$ cat config.mk
export PLATFORM = sky130hd
export DESIGN_NAME = cordic_request_sched_flat
export DESIGN_NICKNAME = d
export VERILOG_FILES = /design/src/rtl/cordic_request_sched_if.sv /design/src/rtl/cordic_request_sched.sv /design/src/flat_wrapper.sv
export SDC_FILE = /design/constraint.sdc
export NUM_CORES = 1
export LEC_CHECK = 0
export BUFFER_PORTS_ARGS = -buffer_cell sky130_fd_sc_hd__buf_2
export CORE_MARGIN = 1.5
export CORE_UTILIZATION = 49
export DETAILED_ROUTE_END_ITERATION = 8
export GPL_TIMING_DRIVEN = 0
export PLACE_DENSITY = 0.85
export SLEW_MARGIN = 15
export SYNTH_ARGS = -nofsm -noshare
export SYNTH_HDL_FRONTEND = slang
export SYNTH_SLANG_ARGS = --single-unit
$ cat constraint.sdc
create_clock -name clk -period 2.6 [get_ports clk]
set_clock_uncertainty 0.1 [all_clocks]
set_input_delay 0 -clock clk [delete_from_list [all_inputs] [get_ports clk]]
set_output_delay 0 -clock clk [all_outputs]
set_load 0.01 [all_outputs]
$ cat src/rtl/cordic_request_sched_if.sv
// cordic_request_sched_if: request/grant and CORDIC result signals shared between
// the angle sources, the CORDIC handler and the request scheduler.
interface cordic_request_sched_if #(
  parameter int unsigned ANGLE_W = 9,
  parameter int unsigned RES_W   = 48
);
  logic               kbd_req;
  logic [ANGLE_W-1:0] kbd_angle;
  logic               kbd_gnt;
  logic               rot_req;
  logic [ANGLE_W-1:0] rot_angle;
  logic               rot_gnt;
  logic [ANGLE_W-1:0] angle_out;
  logic [RES_W-1:0]   x_in;
  logic [RES_W-1:0]   y_in;
  logic [RES_W-1:0]   x_res;
  logic [RES_W-1:0]   y_res;
  logic               res_valid;
  logic               res_src;
  logic               busy;
  logic               err;

  // Requesters and CORDIC handler side
  modport master (
    output kbd_req, kbd_angle, rot_req, rot_angle, x_in, y_in,
    input  kbd_gnt, rot_gnt, angle_out, x_res, y_res, res_valid, res_src, busy, err
  );

  // Scheduler side
  modport slave (
    input  kbd_req, kbd_angle, rot_req, rot_angle, x_in, y_in,
    output kbd_gnt, rot_gnt, angle_out, x_res, y_res, res_valid, res_src, busy, err
  );
endinterface

$ cat src/rtl/cordic_request_sched.sv
// cordic_request_sched: shares one CORDIC handler between keyboard and rotary
// encoder angle requests with round-robin arbitration, a fixed settle interval
// and a one-cycle result pulse.
// Optional feature: define CORDIC_RANGE_CHECK_EN to reject accepted angles > 359.
module cordic_request_sched #(
  parameter int unsigned SETTLE_CYCLES = 50,
  parameter int unsigned ANGLE_W       = 9,
  parameter int unsigned RES_W         = 48
) (
  input logic                   clk,
  input logic                   reset,
  cordic_request_sched_if.slave bus
);
  typedef enum logic [1:0] {IDLE, SETTLE, CAPTURE} state_t;

  localparam logic [9:0] CNT_LAST = 10'(SETTLE_CYCLES - 1);

  state_t             state;
  state_t             state_next;
  logic [9:0]         cnt;
  logic               last_src;
  logic               take_kbd;
  logic               take_rot;
  logic               take;
  logic               bad;
  logic [ANGLE_W-1:0] sel_angle;
  logic [ANGLE_W-1:0] angle_q;
  logic [RES_W-1:0]   x_q;
  logic [RES_W-1:0]   y_q;
  logic               kbd_gnt_q;
  logic               rot_gnt_q;
  logic               res_valid_q;
  logic               res_src_q;

  // On a tie the source that was not served last wins.
  assign take_kbd  = (state == IDLE) && bus.kbd_req && (!bus.rot_req || last_src);
  assign take_rot  = (state == IDLE) && bus.rot_req && !take_kbd;
  assign take      = take_kbd | take_rot;
  assign sel_angle = take_rot ? bus.rot_angle : bus.kbd_angle;

`ifdef CORDIC_RANGE_CHECK_EN
  logic range_err;
  logic err_q;
  assign bad     = 32'(sel_angle) > 32'd359;
  assign bus.err = err_q;
`else
  assign bad     = 1'b0;
  assign bus.err = 1'b0;
`endif

  assign bus.kbd_gnt   = kbd_gnt_q;
  assign bus.rot_gnt   = rot_gnt_q;
  assign bus.angle_out = angle_q;
  assign bus.x_res     = x_q;
  assign bus.y_res     = y_q;
  assign bus.res_valid = res_valid_q;
  assign bus.res_src   = res_src_q;
  assign bus.busy      = (state != IDLE);

  // State register
  always_ff @(posedge clk) begin
    if (reset) state <= IDLE;
    else       state <= state_next;
  end

  // Next-state logic; a range-rejected request passes through CAPTURE for one
  // cycle, which then raises err instead of capturing results.
  always_comb begin
    state_next = state;
    case (state)
      IDLE:    if (take) state_next = bad ? CAPTURE : SETTLE;
      SETTLE:  if (cnt == CNT_LAST) state_next = CAPTURE;
      CAPTURE: state_next = IDLE;
      default: state_next = IDLE;
    endcase
  end

  // Grant pulses, angle latch, settle counter and result capture
  always_ff @(posedge clk) begin
    if (reset) begin
      kbd_gnt_q   <= 1'b0;
      rot_gnt_q   <= 1'b0;
      angle_q     <= '0;
      x_q         <= '0;
      y_q         <= '0;
      res_valid_q <= 1'b0;
      res_src_q   <= 1'b0;
      last_src    <= 1'b1;
      cnt         <= '0;
`ifdef CORDIC_RANGE_CHECK_EN
      range_err   <= 1'b0;
      err_q       <= 1'b0;
`endif
    end else begin
      kbd_gnt_q   <= take_kbd;
      rot_gnt_q   <= take_rot;
      res_valid_q <= 1'b0;
`ifdef CORDIC_RANGE_CHECK_EN
      err_q       <= 1'b0;
`endif
      if (take) begin
        last_src  <= take_rot;
        res_src_q <= take_rot;
        cnt       <= '0;
        if (!bad) angle_q <= sel_angle;
`ifdef CORDIC_RANGE_CHECK_EN
        range_err <= bad;
`endif
      end else if (state == SETTLE) begin
        cnt <= cnt + 10'd1;
      end
      if (state == CAPTURE) begin
`ifdef CORDIC_RANGE_CHECK_EN
        if (range_err) begin
          err_q <= 1'b1;
        end else begin
          x_q         <= bus.x_in;
          y_q         <= bus.y_in;
          res_valid_q <= 1'b1;
        end
`else
        x_q         <= bus.x_in;
        y_q         <= bus.y_in;
        res_valid_q <= 1'b1;
`endif
      end
    end
  end
endmodule

$ cat src/flat_wrapper.sv
// flat-port wrapper written by rule: the top's interface ports become plain ports
module cordic_request_sched_flat 
#(
  parameter int unsigned SETTLE_CYCLES = 50,
  parameter int unsigned ANGLE_W       = 9,
  parameter int unsigned RES_W         = 48
)
  (clk, reset, bus_kbd_req, bus_kbd_angle, bus_rot_req, bus_rot_angle, bus_x_in, bus_y_in, bus_kbd_gnt, bus_rot_gnt, bus_angle_out, bus_x_res, bus_y_res, bus_res_valid, bus_res_src, bus_busy, bus_err);
  cordic_request_sched_if #(.ANGLE_W(ANGLE_W), .RES_W(RES_W)) bus_i ();
  input logic clk;
  input logic reset;
  input wire logic [$bits(bus_i.kbd_req)-1:0] bus_kbd_req;
  input wire logic [$bits(bus_i.kbd_angle)-1:0] bus_kbd_angle;
  input wire logic [$bits(bus_i.rot_req)-1:0] bus_rot_req;
  input wire logic [$bits(bus_i.rot_angle)-1:0] bus_rot_angle;
  input wire logic [$bits(bus_i.x_in)-1:0] bus_x_in;
  input wire logic [$bits(bus_i.y_in)-1:0] bus_y_in;
  output wire logic [$bits(bus_i.kbd_gnt)-1:0] bus_kbd_gnt;
  output wire logic [$bits(bus_i.rot_gnt)-1:0] bus_rot_gnt;
  output wire logic [$bits(bus_i.angle_out)-1:0] bus_angle_out;
  output wire logic [$bits(bus_i.x_res)-1:0] bus_x_res;
  output wire logic [$bits(bus_i.y_res)-1:0] bus_y_res;
  output wire logic [$bits(bus_i.res_valid)-1:0] bus_res_valid;
  output wire logic [$bits(bus_i.res_src)-1:0] bus_res_src;
  output wire logic [$bits(bus_i.busy)-1:0] bus_busy;
  output wire logic [$bits(bus_i.err)-1:0] bus_err;
  assign bus_i.kbd_req = bus_kbd_req;
  assign bus_i.kbd_angle = bus_kbd_angle;
  assign bus_i.rot_req = bus_rot_req;
  assign bus_i.rot_angle = bus_rot_angle;
  assign bus_i.x_in = bus_x_in;
  assign bus_i.y_in = bus_y_in;
  assign bus_kbd_gnt = bus_i.kbd_gnt;
  assign bus_rot_gnt = bus_i.rot_gnt;
  assign bus_angle_out = bus_i.angle_out;
  assign bus_x_res = bus_i.x_res;
  assign bus_y_res = bus_i.y_res;
  assign bus_res_valid = bus_i.res_valid;
  assign bus_res_src = bus_i.res_src;
  assign bus_busy = bus_i.busy;
  assign bus_err = bus_i.err;
  cordic_request_sched #(.SETTLE_CYCLES(SETTLE_CYCLES), .ANGLE_W(ANGLE_W), .RES_W(RES_W)) u_core (.clk(clk), .reset(reset), .bus(bus_i));
endmodule
; Word-level counts from Yosys, hierarchy flattened
; Cells that the tools add are included.
[word_totals]
ff_bits = 122
inputBits = 118
output_inout_bits = 111
wordCells = 33
[op_classes]
addsub = 1
n_eq_ne = 5
n_mux = 5
n_bitwise = 1
reduce_logical = 11
[ops]
columns = op, n
row1 = $add A10 B1 Y10 const B, 1
row2 = $eq A10 B6 Y1 const B, 1
row3 = $mux W9, 1
row4 = $logic_and A1 B1 Y1, 4
row5 = $mux W2, 2
row6 = $ne A2 B1 Y1 const B, 2
row7 = $pmux W2 S2, 1
row8 = $eq A2 B1 Y1 const B, 1
row9 = $eq A2 B2 Y1 const B, 1
row10 = $logic_not A1 Y1, 2
row11 = $logic_not A2 Y1, 1
row12 = $reduce_and A2 Y1, 1
row13 = $reduce_bool A2 Y1, 1
row14 = $reduce_or A2 Y1, 1
row15 = $logic_or A1 B1 Y1, 1
row16 = $mux W1, 1
row17 = $or A1 B1 Y1, 1

; Depth between registers and ports, before layout
[logic_depth]
depth_word = 8
mapped_depth = 7
ltp_nobuf = 5

; Worst setup path before layout
; No wires, ideal clock.
[synth_path]
kind = register -> register
startpoint = register u_core.state[0]
endpoint = register u_core.res_src_q, in the netlist u_core.bus.res_src
setup_time_ns = 0.134
arrival_time_ns = 1.287
t_required_ns = 2.366
path_slack_ns = 1.080
stages_incl_launch_ff = 7
path_buffers = 2
period_less_slack_ns = 1.520
path_cell_list = dfxtp_1 > buf_4 > nor2_1 > inv_1 > o21ai_2 > buf_4 > o22ai_1
[synth_between]
elab_chain_len = 6
elab_cells_between_ends = 7
cone_classes = 1 x bitwise / 6 x reduce/logical
[synth_rtl]
columns = item, line
row1 = "start, declared", cordic_request_sched.sv:18  ; state_t state;
row2 = "start signal, assigned", cordic_request_sched.sv:63  ; else state <= state_next;
row3 = $logic_not A2 Y1 *, "cordic_request_sched.sv:36, cordic_request_sched.sv:37"
row4 = $logic_and A1 B1 Y1 (2 in series), cordic_request_sched.sv:36  ; assign take_kbd = (state == IDLE) && bus.kbd_req && (!bus.rot_req || last_src);
row5 = $logic_not A1 Y1, cordic_request_sched.sv:37  ; assign take_rot = (state == IDLE) && bus.rot_req && !take_kbd;
row6 = $logic_and A1 B1 Y1, cordic_request_sched.sv:37
row7 = $or A1 B1 Y1, cordic_request_sched.sv:38  ; assign take = take_kbd | take_rot;
row8 = "end signal, assigned", cordic_request_sched.sv:103  ; res_src_q <= take_rot;
row9 = "end, declared", cordic_request_sched.sv:33  ; logic res_src_q;
; Mark *: on every way between the ends. The rest lies on a longest branch, timed or not.
; A chain may end at the register's enable or synchronous reset.

; Worst setup path after layout
[layout_path]
startpoint = register u_core.state[0]
endpoint = register u_core.angle_q[3], in the netlist u_core.bus.angle_out[3]
[layout_between]
elab_chain_len = 6
elab_cells_between_ends = 8
cone_classes = 1 x mux / 1 x bitwise / 6 x reduce/logical
[layout_rtl]
columns = item, line
row1 = $logic_not A2 Y1 *, "cordic_request_sched.sv:36, cordic_request_sched.sv:37"
row2 = $logic_and A1 B1 Y1 (2 in series), cordic_request_sched.sv:36
row3 = $logic_not A1 Y1, cordic_request_sched.sv:37
row4 = $logic_and A1 B1 Y1, cordic_request_sched.sv:37
row5 = $mux W9 or $or A1 B1 Y1 (tied branches), "cordic_request_sched.sv:39, cordic_request_sched.sv:38"
row6 = "end signal, assigned", cordic_request_sched.sv:105  ; if (!bad) angle_q <= sel_angle;
row7 = "end, declared", cordic_request_sched.sv:27  ; logic [ANGLE_W-1:0] angle_q;
; Marks and branches as above.

==> results.cfg <==
[detailed_routing]
routed_via_density = 5.70
drt_iter0_drc = 447
routedWlPerCell_um = 19.0
drc_errors = 0
vias = 6005
drt_wl_total_mm = 20.0
final_antenna_net_count = 0
drt_pass1_iterations = 6

[cells_and_area]
drive_above_1_share = 0.297
final_nets = 1053
final_core_util = 0.874
syn_to_final_growth_pct = 70.0
n_antenna_cell = 0
stdcell_count = 1053
final_area_um2 = 7730

[timing]
fmax_mhz = 400
fin_crit_ps = 2500
holdWs_ps = 189
hold_violations = 0
fin_crit_sh = 0.962
rsz0062_at_grt = no
slew_headroom = 0.596
timing.final.setup_violations = 0
worst_slack_ps = 99.8
worstMarginPinSlew_ps = 606
slew_viol_final = 0
tns_ps = 0

[critical_path]
end_kind = flop
critPathLaunchType = flop
slowest_delay_ps = 620
critical_path.slowest_cell = dlygate4sd3_1
crit_path_max_fanout = 10
critPathBufInv = 4
cp.arrival_ps = 2830
path_class = flop to flop
cp_common_cell = dlygate4sd3_1
crit_family = buffers and inverters
path_cells = buf_4 -> nor3_4 -> buf_12 -> nand3_1 -> dlygate4sd3_1 -> o221ai_1 -> dlygate4sd3_1
cp.required_ps = 2930

[placement]
gp_congestion = 0.914
placedCellCount = 896
hpwl_mm = 10.0
portBuffers = 227
place_area_um2 = 5820
dp_slack_ps = 869

[logic_synthesis]
synthFlopType = dfxtp_1
async_flop_share = 0
synth_cell_types = 43
synth_edf_count = 0
syn_inst = 561
netlist_area_um2 = 4550
ys_ff_latch = 122
yosysSeqAreaShare = 0.537
synth_nets = 681
yosys_warnings = 0
synth.avg_cell_area_um2 = 8.11

[clocking]
clkSlewWorstSetupHoldPaths_ps = 60
htree_levels = 4
cts_buffer_depth = 2
worstSkewPairLatency_ps = 490
tritoncts = built
cts_made_buffers = 17
cts-root-buf = clkbuf_8
clock-sinks = 122

[grt]
grt_pass1_vias = 6283
grt_use_met2 = 0.688
grt_pass1_wl_mm = 31.2
grt_busiest_layer = met2
grt_use_total = 0.403
grt_max_degree = 17
antenna_found_initial = 0
grt_util_met3 = 0.132
use_met1 = 0.409
overflow = 0

[floorplanning]
start_util = 0.514
die_y_um = 99.3
core_area_um2 = 8850
rows = 34
die_width_um = 99.3
ios = 229
die-area_um2 = 9870

[status]
outcome = finished, final reports clean

[power]
irDropWorstVdd_uv = 554
total_power_mw = 4.94
leakagePower_nw = 3.43
powerDensity_nw_per_um2 = 639

[flow_run]
maxCapViolCount = 0

[hold_path]
hold_class = input port to flop
[cells in the mapped netlist, drive strengths merged (2+ instances only)]
master,instances,share of area
or4,4,0.0066
o21ai,3,0.0041
ha,2,0.0055
clkbuf,25,0.021
nand3,10,0.011
inv,19,0.016
nor3,2,0.0033
dfxtp,122,0.54
or2,2,0.0028
nor2,7,0.0058
a21oi,102,0.11
nand2,196,0.16
o2111ai,9,0.017
nand3b,2,0.0033
o221ai,9,0.017
nor2b,2,0.0028
or3,3,0.0041
buf,19,0.027
o31ai,4,0.0066
[state kept, by name (all words and copies together) (netlist names)]
| signal | count |
|---|---|
| u_core.bus.x_res | 48 |
| u_core.cnt | 10 |
| u_core.bus.angle_out | 9 |
| u_core.bus.kbd_gnt | 1 |
| u_core.last_src | 1 |
| u_core.bus.res_src | 1 |
| u_core.state | 2 |
| u_core.bus.rot_gnt | 1 |
| u_core.bus.res_valid | 1 |
| u_core.bus.y_res | 48 |
[layout by cell type, fill, tap and decap left out, types with 3 or more instances in the layout]
master / netlist / final
a21oi_1: 102 / 102
clkinv_4: 0 / 4
nand2_1: 196 / 196
nor2_1: 7 / 7
buf_2: 13 / 240
inv_1: 19 / 19
o221ai_1: 9 / 9
o31ai_1: 4 / 4
buf_4: 3 / 3
bufinv_16: 0 / 5
or4_1: 4 / 4
buf_6: 3 / 3
nand3_1: 10 / 10
clkbuf_16: 0 / 16
o2111ai_1: 9 / 9
clkbuf_1: 25 / 26
dfxtp_1: 122 / 122
or3_1: 3 / 3
dlygate4sd3_1: 0 / 125
[logic make-up (layout without fill, tap and decap cells)]
kind of cell,after synthesis,after routing,share of synthesized area
DFF,122,122,0.537
other,1,1,0.000825
xor gates and xnor gates,2,2,0.00385
buffers and inverters,63,447,0.0630
muxes,1,1,0.00220
AOI/OAI and AO/OA,134,134,0.170
adders and majority gates,2,2,0.00550
and+or+nand+nor,236,236,0.218
[metal layers]
layer,routed length [um],share of wire,vias to the layer above
met1,6810,0.34,2752
met5,0,0,-
li1,-,-,2615
met3,1780,0.089,168
met2,9810,0.49,470
met4,1600,0.080,0
[worst min-delay path: cells and delay by family]
kind,cells,cell delay (ps)
and+or+nand+nor,1,40
buffers and inverters,2,650
AOI/OAI and AO/OA,1,50
[area by class of cell]
| class | count | area (um2) |
|---|---|---|
| clock buffer | 18 | 418 |
| clock inverter | 13 | 218 |
| multi-input combinational | 376 | 1830 |
| sequential | 122 | 2440 |
| tap | 108 | 135 |
| buffer | 44 | 215 |
| fill | 411 | 1120 |
| timing repair buffer | 353 | 2410 |
| inverter | 19 | 71.3 |
[where the power goes]
group	switching, mW	internal, mW
combinational	0.221	0.270
sequential	0.0157	1.90
clock	0.877	1.66
[path summary, 6_finish.rpt]
check / from / end / slack (ps) / depth (start not counted)
worst min-delay path: bus_y_in[46] / u_core.bus.y_res[46] / 190 / 4
worst min register to register: u_core.bus.x_res[18] / u_core.bus.x_res[18] / 350 / 2
worst max-delay path: u_core.state[0] / u_core.bus.angle_out[3] / 100 / 7
worst max register to register: u_core.state[0] / u_core.bus.angle_out[3] / 100 / 7
[timing repair]
item,CTS,global route
buffers inserted,0,1
hold endpoints to repair,110,0
resized for setup,0,1
hold buffers,125,0
setup endpoints to repair,0,6
Note: power is estimated with default switching activity, not from simulation.
